<file path="src/rtl/instr_fetch.sv">
// instr_fetch: instruction fetch front-end ahead of the memory controller's
// instruction port. It issues sequential word fetches, each followed by a
// mandatory one-cycle enable gap. Returned words are queued with their PC
// and handed to decode over a valid/ready interface. Redirects flush the
// queue and restart fetching at a new PC. A response that is already in
// flight when a redirect arrives is squashed.
//
// Optional feature macro: IFETCH_ALIGN_CHECK_EN. When defined, a misaligned
// redirect queues a single fault marker and then halts fetching. When it is
// undefined, the low two bits of redirect_pc are forced to zero.
//
// Ports:
//   clk, rst                      clock and synchronous active-high reset
//   redirect_valid, redirect_pc   one-cycle restart request with target PC
//   instr_enable, instr_addr      fetch request to the memory controller
//   instr_valid, instr_result     one-cycle response strobe and data word
//   out_valid, out_ready          decode handshake for the queue head
//   out_instr, out_pc, out_fault  queue head contents
module instr_fetch #(
    parameter logic [24:0] RESET_PC = 25'h0,
    parameter int          DEPTH    = 2
) (
    input  logic        clk,
    input  logic        rst,
    input  logic        redirect_valid,
    input  logic [24:0] redirect_pc,
    output logic        instr_enable,
    output logic [24:0] instr_addr,
    input  logic        instr_valid,
    input  logic [31:0] instr_result,
    output logic        out_valid,
    input  logic        out_ready,
    output logic [31:0] out_instr,
    output logic [24:0] out_pc,
    output logic        out_fault
);

    localparam int AW = $clog2(DEPTH);
    localparam int CW = $clog2(DEPTH + 1);
    localparam logic [CW-1:0] FULL = CW'(DEPTH);

`ifdef IFETCH_ALIGN_CHECK_EN
    typedef enum logic [1:0] {S_REQ, S_GAP, S_WAIT, S_FAULT} state_t;
`else
    typedef enum logic [1:0] {S_REQ, S_GAP, S_WAIT} state_t;
`endif

    state_t        state;
    logic [24:0]   fetch_pc;
    logic          squash;
    logic [CW-1:0] count;
    logic [AW-1:0] rd_ptr;
    logic [AW-1:0] wr_ptr;
    logic [31:0]   mem_instr [DEPTH];
    logic [24:0]   mem_pc    [DEPTH];

    logic          push;
    logic          pop;
    logic [31:0]   push_instr;
    logic [24:0]   redir_pc;

`ifdef IFETCH_ALIGN_CHECK_EN
    logic          mem_fault [DEPTH];
    logic          pend_fault;   // misaligned redirect still waiting to queue its marker
    logic          push_fault;
    logic          misalign;
    assign redir_pc  = redirect_pc;
    assign misalign  = |redirect_pc[1:0];
    assign out_fault = mem_fault[rd_ptr];
`else
    assign redir_pc  = redirect_pc & ~25'h3;
    assign out_fault = 1'b0;
`endif

    // All outputs come straight from state registers.
    assign instr_enable = (state == S_REQ);
    assign out_valid    = (count != '0);
    assign out_instr    = mem_instr[rd_ptr];
    assign out_pc       = mem_pc[rd_ptr];
    assign pop          = out_valid && out_ready;

    always_comb begin
        push       = 1'b0;
        push_instr = instr_result;
`ifdef IFETCH_ALIGN_CHECK_EN
        push_fault = 1'b0;
`endif
        if (!redirect_valid) begin
            if (state == S_REQ && instr_valid && !squash)
                push = 1'b1;
`ifdef IFETCH_ALIGN_CHECK_EN
            // GAP is reached only after any squashed response has returned.
            if (state == S_GAP && pend_fault) begin
                push       = 1'b1;
                push_instr = '0;
                push_fault = 1'b1;
            end
`endif
        end
    end

    always_ff @(posedge clk) begin
        if (rst) begin
            state      <= S_GAP;
            fetch_pc   <= RESET_PC;
            instr_addr <= RESET_PC;
            squash     <= 1'b0;
            count      <= '0;
            rd_ptr     <= '0;
            wr_ptr     <= '0;
            for (int i = 0; i < DEPTH; i++) begin
                mem_instr[i] <= '0;
                mem_pc[i]    <= '0;
`ifdef IFETCH_ALIGN_CHECK_EN
                mem_fault[i] <= 1'b0;
`endif
            end
`ifdef IFETCH_ALIGN_CHECK_EN
            pend_fault <= 1'b0;
`endif
        end else if (redirect_valid) begin
            // A redirect wins over any push or pop in the same cycle.
            fetch_pc <= redir_pc;
            count    <= '0;
            rd_ptr   <= '0;
            wr_ptr   <= '0;
`ifdef IFETCH_ALIGN_CHECK_EN
            pend_fault <= misalign;
`endif
            // An outstanding request cannot be withdrawn, so keep the handshake
            // open on the old address and throw its response away.
            if (state == S_REQ && !instr_valid) begin
                squash <= 1'b1;
            end else begin
                squash <= 1'b0;
                state  <= S_GAP;
            end
        end else begin
            if (push) begin
                mem_instr[wr_ptr] <= push_instr;
                mem_pc[wr_ptr]    <= fetch_pc;
`ifdef IFETCH_ALIGN_CHECK_EN
                mem_fault[wr_ptr] <= push_fault;
`endif
                wr_ptr <= wr_ptr + AW'(1);
            end
            if (pop)
                rd_ptr <= rd_ptr + AW'(1);
            if (push && !pop)
                count <= count + CW'(1);
            else if (!push && pop)
                count <= count - CW'(1);

            case (state)
                S_REQ: begin
                    if (instr_valid) begin
                        if (!squash)
                            fetch_pc <= fetch_pc + 25'd4;
                        squash <= 1'b0;
                        state  <= S_GAP;
                    end
                end
                S_GAP: begin
`ifdef IFETCH_ALIGN_CHECK_EN
                    if (pend_fault) begin
                        pend_fault <= 1'b0;
                        state      <= S_FAULT;
                    end else
`endif
                    if (count < FULL) begin
                        state      <= S_REQ;
                        instr_addr <= fetch_pc;
                    end else begin
                        state <= S_WAIT;
                    end
                end
                S_WAIT: begin
                    if (count < FULL) begin
                        state      <= S_REQ;
                        instr_addr <= fetch_pc;
                    end
                end
                default: ;   // FAULT holds until a redirect
            endcase
        end
    end

endmodule

</file>
<file path="config.mk">
export PLATFORM = sky130hd
export DESIGN_NAME = instr_fetch
export DESIGN_NICKNAME = d
export VERILOG_FILES = /design/src/rtl/instr_fetch.sv
export SDC_FILE = /design/constraint.sdc
export NUM_CORES = 1
export LEC_CHECK = 0
export CAP_MARGIN = 20
export CORE_UTILIZATION = 55
export CTS_BUF_LIST = sky130_fd_sc_hd__clkbuf_4 sky130_fd_sc_hd__clkbuf_8 sky130_fd_sc_hd__clkbuf_16
export DETAILED_ROUTE_END_ITERATION = 7
export PLACE_DENSITY = 0.85
export SLEW_MARGIN = 10
export SYNTH_ARGS = -nofsm -noshare
export SYNTH_HDL_FRONTEND = slang
export SYNTH_SLANG_ARGS = --single-unit
</file>
<file path="constraint.sdc">
create_clock -name clk -period 16.7 [get_ports clk]
set_clock_uncertainty 0.2 [all_clocks]
set_input_delay 3.34 -clock clk [delete_from_list [all_inputs] [get_ports clk]]
set_output_delay 3.34 -clock clk [all_outputs]
set_load 0.02 [all_outputs]
</file>
**After elaboration in Yosys (flattened, before gate mapping)**

Memories as Yosys holds them, arrays and structs flattened. A register that Yosys moved wholly into a read port is not among the register bits.
Index checks and enable logic that the tools add are counted.

- Input port bits: 62
- Memory bits (writable): 114
- Memories kept: 2
- Flip-flop bits (word level): 57
- Logic and storage cells: 83

Memory list:

| name | depth | bits a word | rd ports | clocked after memory_dff | write ports | RTL line | text |
|---|---|---|---|---|---|---|---|
| mem_instr | 2 | 32 | 1 | 1 | 2 | 54 | `logic [31:0] mem_instr [DEPTH];` |
| mem_pc | 2 | 25 | 1 | 1 | 2 | 55 | `logic [24:0] mem_pc [DEPTH];` |

- Reductions and logical operators: 25
- Multiplexer cells: 34
- Add/sub/neg operators: 5
- Order comparisons: 1
- Eq/ne operators: 6
- Bitwise operators: 2

Operator list:

| operator | number |
|---|---|
| $mux 25 | 5 |
| $mux 32 | 1 |
| $reduce_or 32->1 | 1 |
| $add 25x3->25 const B | 1 |
| $reduce_or 25->1 | 1 |
| $mux 1 | 20 |
| $mux 2 | 7 |
| $reduce_and 3->1 | 3 |
| $reduce_bool 2->1 | 4 |
| $logic_and 1x1->1 | 6 |
| $pmux 2 s3 | 1 |
| $logic_not 1->1 | 4 |
| $ne 2x2->1 const B | 2 |
| $reduce_and 4->1 | 1 |
| $reduce_bool 4->1 | 1 |
| $reduce_or 2->1 | 2 |
| $ne 3x2->1 const B | 1 |
| $ne 3x3->1 const B | 1 |
| $add 1x1->1 const B | 2 |
| $add 2x1->2 const B | 1 |
| $eq 2x1->1 const B | 1 |
| $eq 2x2->1 const B | 1 |
| $logic_not 2->1 | 1 |
| $lt 2x2->1 const B | 1 |
| 3 further kinds | 4 |

**Longest topological paths before layout**

Gate-level depths: netlist of the first run.

- Depth after elaboration: 11
- Mapped depth: 9
- Mapped depth without buffers: 9

**Least setup slack after synthesis of the first run**

No wires, ideal clock.

- Kind: in2reg
- Start point: input redirect_valid
- End point: memory mem_instr[0][0] (enable)
- Cell stages on the path: 3
- Library setup time: 0.550 ns
- Arrival time: 7.864 ns
- Setup slack: 8.087 ns
- Cell sequence: clkbuf_1 buf_1 o31ai_1

RTL lines:

| element | RTL line | text |
|---|---|---|
| start: declaration | 25 | `input logic redirect_valid,` |
| end: declaration | 54 |  |

==> reports/results.ini, run 1 <==
[cts]
cts-root-buf = clkbuf_16
post_cts_resize_count = 0
cts.reportedPaths.clkPinSlew_ns = 0.06
numCtsBuffers = 17
post_cts.repair.setup_buffers = 0
hold_buffers = 0
h-tree-depth = 4
clk_latency_ns = 0.41
cts.sinks = 164
clock_path_buffers = 2
cts_tree = built

[setup_path]
timing.rr.end = mem_instr[1][1]
reg2reg_setup_slack_ns = 13.49
critical_path_cell_count = 7
cp_common_cell = buf_4
cp_cell_sequence = clkdlybuf4s50_1, nand3b_2, nor2_1, and3_1, buf_4, or2_2, buf_4
reg2reg_depth = 8
path_delay_family = buffers and inverters
crit_fanout = 56
r2r-start = state[0]
startpoint = instr_valid
critPathBufInv = 3
critPathCapture = mem_instr[1][1]
cp_slowest_stage_delay_ns = 0.61
slowest_stage = clkdlybuf4s50_1
cp.arrival_ns = 5.79
cp_data_required_time_ns = 16.54
startpoint_type = primary input
endpoint_kind = flop
path_class = in2reg

[timing]
rsz0062_at_grt = no
hold_viol_final = 0
period_share_pct = 35.6
fin_ws_ns = 10.75
post-route-min-period_ns = 5.95
whs_ns = 0.259
slew_violations = 0
timing.fmax_mhz = 168
tightest_slew_ns = 1.13
fin_tns_setup_ns = 0
slew_headroom_pct = 23.7
setup_viol = 0

[floorplan]
dieWidth_um = 117
initial_core_util_pct = 57.1
die_y_um = 117
ios = 147
core-area_mm2 = 0.0128
die_area_mm2 = 0.0137
rows = 41

[synth]
synth_area_leader_cell = edfxtp_1
synth.avg_cell_area_um2 = 12.0
synth_compound_area_share_pct = 6.45
synth_top_area_share_pct = 45.3
ys_ff_latch = 164
ys_seq_area_share_pct = 60.1
synth-edff-count = 110
synth_top_family_by_area = simple AND/OR/NAND/NOR gates
synth.cell_area_mm2 = 0.00730
synth_cells = 610
synth_xor_area_share_pct = 1.44
synth_adder_area_share_pct = 0.857
yosys.area_share.simple_pct = 18.4
ys_top_cells_by_area = edfxtp_1, dfxtp_1, and2_1, mux2_2, nand2_1
yosysWarnings = 0
synth.area.mux_share_pct = 8.63
async_flop_share_pct = 0
synthFlopType = edfxtp_1
yosysUniqueCellTypes = 51

[drt]
postRouteAntennaNets = 0
drc = 0
firstDrtPassIters = 5
wl_mm = 15.1
drt_iter0_drc = 385
dr_total_vias = 4988
routedWlPerCell_um = 16.5
avgViaCountPerCell = 5.43

[global_routing]
grt_pass1_vias = 4929
use_met1_pct = 28.1
grt_max_degree = 57
top_usage_layer = met2
track_usage_pct = 22.7
grtUsageMet3_pct = 4.84
grt_overflow_total = 0
grtUsageMet2_pct = 38.8
grt_first_pass_wirelength_mm = 23.5
antenna_found_initial = 0

[final_layout]
drive_gt1_share_pct = 15.3
n_antenna_cell = 0
layout_commonest_cell = clkdlybuf4s50_1
register_area_mm2 = 0.00439
area_delta_synth_final_pct = 29.2
multi_input_area_mm2 = 0.00265
fillCellCount = 805
finalCoreUtilization_pct = 73.8
nNetsFinal = 802
final_cell_mix = clkdlybuf4s50_1, edfxtp_1, and2_1

[pwr]
p_leak_nw = 3.46
vdd_ir_drop_max_v = 0.0000684
powerDensity_mw_per_mm2 = 104
power.total_mw = 0.980

[status]
status = finished clean

[placement]
globalplace.congestion = 0.829
dp_hpwl_mm = 9.65
pre_cts_slack_ns = 10.32
port_buffers = 139

[hold_path]
min_path_type = reg2reg

[flow_run]
maxCapViolCount = 0

[state kept, by name, indices dropped and copies added, names as in the netlist, named ones only]
register    cells
mem_instr      64
mem_pc         46
fetch_pc       23
instr_addr     23
count           2
state           2
rd_ptr          1
squash          1
wr_ptr          1
[layout make-up]
cell class,count,share of cell area [%]
inverter,14,0.557
multi-input combinational,391,28.1
clock buffer,20,4.75
sequential,164,46.5
clock inverter,11,2.20
tap,172,2.28
timing repair buffer,147,15.6
[layer usage]
layer | share of wire, % | vias to the layer above
li1 | - | 2400
met1 | 43 | 2392
met2 | 50 | 180
met3 | 5.8 | 16
met4 | 1.3 | 0
met5 | 0 | -
[cell families after synthesis]
kind of cell	after synthesis
compound gates	72
xor+xnor	12
fa+ha+maj	5
buf+inv	59
flops	164
mux	56
other cells	1
simple gates	241
[cells in the mapped netlist (6+ instances only)]
library cell	number
edfxtp_1	110
and2_1	108
nand2_1	61
mux2_2	55
dfxtp_1	54
clkbuf_1	31
a21oi_1	26
nor2_1	23
inv_1	14
o21ai_0	11
a211oi_1	9
a311oi_1	9
nand3_1	7
nor3_1	7
xnor2_1	7
buf_4	6
[report_power, final]
part	internal, mW	leakage [nW]	total [mW]	switching [mW]
sequential	0.450	1.58	0.463	0.0124
combinational	0.0434	1.55	0.0894	0.0460
clock	0.283	0.320	0.428	0.145
[worst min-delay path, stage by stage (launching register included)]
cell and delay [ns]:
dfxtp_1 0.31, nand2_1 0.05, a21oi_1 0.05
[metrics by stage]
| step | cells | instance area, um2 |
|---|---|---|
| final | 919 | 9430 |
| after global routing | 919 | 9430 |
| after CTS | 918 | 9400 |
| after detailed placement | 887 | 8740 |
| after global placement | 887 | 8740 |
| after floorplan | 614 | 7310 |
[worst min-delay path by stage]
| stage | startpoint | endpoint | cells past startpoint |
|---|---|---|---|
| finish | instr_addr[12] | instr_addr[12] | 2 |
| floorplan | state[1] | state[1] | 2 |
| global route | instr_addr[8] | instr_addr[8] | 2 |
| detailed placement | instr_addr[15] | instr_addr[15] | 2 |
| global placement | instr_addr[9] | instr_addr[9] | 2 |
| CTS | instr_addr[8] | instr_addr[8] | 2 |
Power figures use the tool's default switching activity.
==> inputs of run 2 (changes only) <==
--- a/config.mk
+++ b/config.mk
@@ -6,10 +6,10 @@
 export NUM_CORES = 1
 export LEC_CHECK = 0
 export CAP_MARGIN = 20
-export CORE_UTILIZATION = 55
+export CORE_UTILIZATION = 47
 export CTS_BUF_LIST = sky130_fd_sc_hd__clkbuf_4 sky130_fd_sc_hd__clkbuf_8 sky130_fd_sc_hd__clkbuf_16
 export DETAILED_ROUTE_END_ITERATION = 7
-export PLACE_DENSITY = 0.85
+export PLACE_DENSITY = 0.77
 export SLEW_MARGIN = 10
 export SYNTH_ARGS = -nofsm -noshare
 export SYNTH_HDL_FRONTEND = slang
==> constraint.sdc (replaced) <==
create_clock -name clk -period 4.8 [get_ports clk]
set_clock_uncertainty 0.2 [all_clocks]
set_input_delay 0.96 -clock clk [delete_from_list [all_inputs] [get_ports clk]]
set_output_delay 0.96 -clock clk [all_outputs]
set_load 0.02 [all_outputs]
==> reports/results.ini, run 2 (synthesis results as in run 1) <==
[setup_path]
crit_fanout = 36  ; was 56
reg2reg_depth = 7  ; was 8
cp_data_required_time_ns = 3.64  ; was 16.54 ns
slowest_stage = dfxtp_2  ; was clkdlybuf4s50_1
critical_path_cell_count = 3  ; was 7
path_delay_family = flip-flops  ; was buffers and inverters
path_class = reg2out  ; was in2reg
endpoint_kind = output port  ; was flop
cp.arrival_ns = 2.61  ; was 5.79 ns
cp_slowest_stage_delay_ns = 0.93  ; was 0.61 ns
startpoint_type = flop  ; was primary input
cp_cell_sequence = buf_4, mux2_2, clkdlybuf4s50_1  ; was clkdlybuf4s50_1, nand3b_2, nor2_1, and3_1, buf_4, or2_2, buf_4
critPathBufInv = 2  ; was 3
r2r-start = state[0]  ; unchanged

[drt]
dr_total_vias = 4986  ; was 4988
firstDrtPassIters = 6  ; was 5
routedWlPerCell_um = 16.6  ; was 16.5 um
wl_mm = 15.6  ; was 15.1 mm
drt_iter0_drc = 294  ; was 385
drc = 0  ; unchanged
postRouteAntennaNets = 0  ; unchanged
avgViaCountPerCell = 5.32  ; was 5.43

[global_routing]
grt_overflow_total = 0  ; unchanged
grt_pass1_vias = 5170  ; was 4929
grt_first_pass_wirelength_mm = 25.1  ; was 23.5 mm
antenna_found_initial = 0  ; unchanged
track_usage_pct = 20.4  ; was 22.7%
grt_max_degree = 56  ; was 57

[hold_path]
hold_start = instr_addr[14]  ; was instr_addr[12]
min_path_type = reg2reg  ; unchanged
min_path_cells = 2  ; unchanged

[placement]
dp_hpwl_mm = 10.2  ; was 9.65 mm
port_buffers = 139  ; unchanged
globalplace.congestion = 0.815  ; was 0.829
post_dp_cell_area_mm2 = 0.00879  ; was 0.00874 mm2

[timing]
hold_viol_final = 0  ; unchanged
slew_violations = 0  ; unchanged
timing.fmax_mhz = 265
fin_tns_setup_ns = 0  ; unchanged
period_share_pct = 78.6
setup_viol = 0  ; unchanged
rsz0062_at_grt = no  ; unchanged
tightest_slew_ns = 0.986  ; was 1.13 ns
post-route-min-period_ns = 3.77
slew_headroom_pct = 33.6  ; was 23.7%

[cts]
cts_tree = built  ; unchanged
post_cts.repair.setup_buffers = 0  ; unchanged
h-tree-depth = 4  ; unchanged
cts-root-buf = clkbuf_16  ; unchanged
numCtsBuffers = 17  ; unchanged
post_cts_resize_count = 0  ; unchanged
clk_latency_ns = 0.42  ; was 0.41 ns
cts.sinks = 164  ; unchanged
hold_buffers = 0  ; unchanged
clock_path_buffers = 2  ; unchanged
cts.reportedPaths.clkPinSlew_ns = 0.06  ; about the same

[floorplan]
rows = 45  ; was 41
ios = 147  ; unchanged
core-area_mm2 = 0.0152  ; was 0.0128 mm2
dieWidth_um = 127  ; was 117 um
die_area_mm2 = 0.0160  ; was 0.0137 mm2
initial_core_util_pct = 48.0  ; was 57.1%
die_y_um = 127  ; was 117 um

[final_layout]
largest_register_ffs = 64  ; unchanged
fin_area_mm2 = 0.00934  ; was 0.00943 mm2
layout_commonest_cell = clkdlybuf4s50_1  ; unchanged
area_delta_synth_final_pct = 28.1  ; was 29.2%
drive_gt1_share_pct = 15.3  ; about the same
largest-register = mem_instr  ; unchanged
nNetsFinal = 804  ; was 802
largestRegisters = mem_instr x64, mem_pc x46  ; unchanged
fillCellCount = 1183  ; was 805
final_cell_mix = clkdlybuf4s50_1, edfxtp_1, and2_1  ; unchanged
n_antenna_cell = 0  ; unchanged

[flow_run]
maxCapViolCount = 0  ; unchanged

[pwr]
vdd_ir_drop_max_v = 0.000233  ; was 0.0000684 V
powerDensity_mw_per_mm2 = 340  ; was 104 mW/mm2
p_leak_nw = 3.41  ; was 3.46 nW

[status]
status = finished clean  ; unchanged

## run 2: changes by cell type in the layout (fill, tap and decap cells not counted), moves of 2 or more
cell | previous run | this run
buf_4 | 7 | 10
clkbuf_4 | 3 | 1
clkinvlp_4 | 1 | 3
clkinv_1 | 0 | 2
clkinv_4 | 0 | 3
bufinv_16 | 6 | 1
## run 2: final cells by class
| type | count | area [um2] | share of cell area (%) |
|---|---|---|---|
| clock buffer | 19 | 447 | 4.78 |
| clock inverter | 13 | 110 | 1.18 |
| inverter | 14 | 52.6 | 0.562 |
| multi-input combinational | 391 | 2650 | 28.4 |
| sequential | 164 | 4390 | 46.9 |
| tap | 188 | 235 | 2.52 |
| timing repair buffer | 149 | 1460 | 15.6 |
## run 2: path summary, 6_finish.rpt
check / to / slack, ns
min reg2reg: instr_addr[14] / 0.26
max reg2reg: mem_instr[1][29] / 1.72
max: out_instr[19] / 1.03
min: instr_addr[14] / 0.26
## run 2: power by group
part | internal (mW) | switching (mW) | total [mW]
registers | 1.57 | 0.0442 | 1.61
clock network | 0.729 | 0.533 | 1.26
logic | 0.150 | 0.158 | 0.308
total | 2.45 | 0.735 | 3.18
## run 2: metal layers
layer / share of wire, % / track usage [%] / wire length, um
met2: 49 / 33.9 / 7660
met5: 0 / 0 / 0
met3: 5.3 / 5.69 / 834
met1: 44 / 25.2 / 6860
met4: 1.5 / 7.87 / 236
## run 2: metrics by stage
| stage | setup slack (ns) | util [%] | std cells | total power [mW] | hold slack, ns |
|---|---|---|---|---|---|
| after floorplan | 0.288 | - | 614 | 1.80 | 0.249 |
| after global placement | 0.927 | 57.8 | 906 | 1.94 | 0.249 |
| after detailed placement | 0.869 | 57.8 | 906 | 1.95 | 0.248 |
| after CTS | 0.961 | 61.5 | 938 | 3.21 | 0.260 |
| after global routing | 0.875 | 61.5 | 938 | 3.30 | 0.273 |
| final | 1.03 | 61.5 | 938 | 3.18 | 0.260 |
## run 2: worst register-to-register path, delay by kind of cell, from the launching register on
family        cells  cell delay (ns)
simple gates      4             1.31
buf+inv           2             0.55
fa+ha+maj         1             0.36
flops             1             0.32
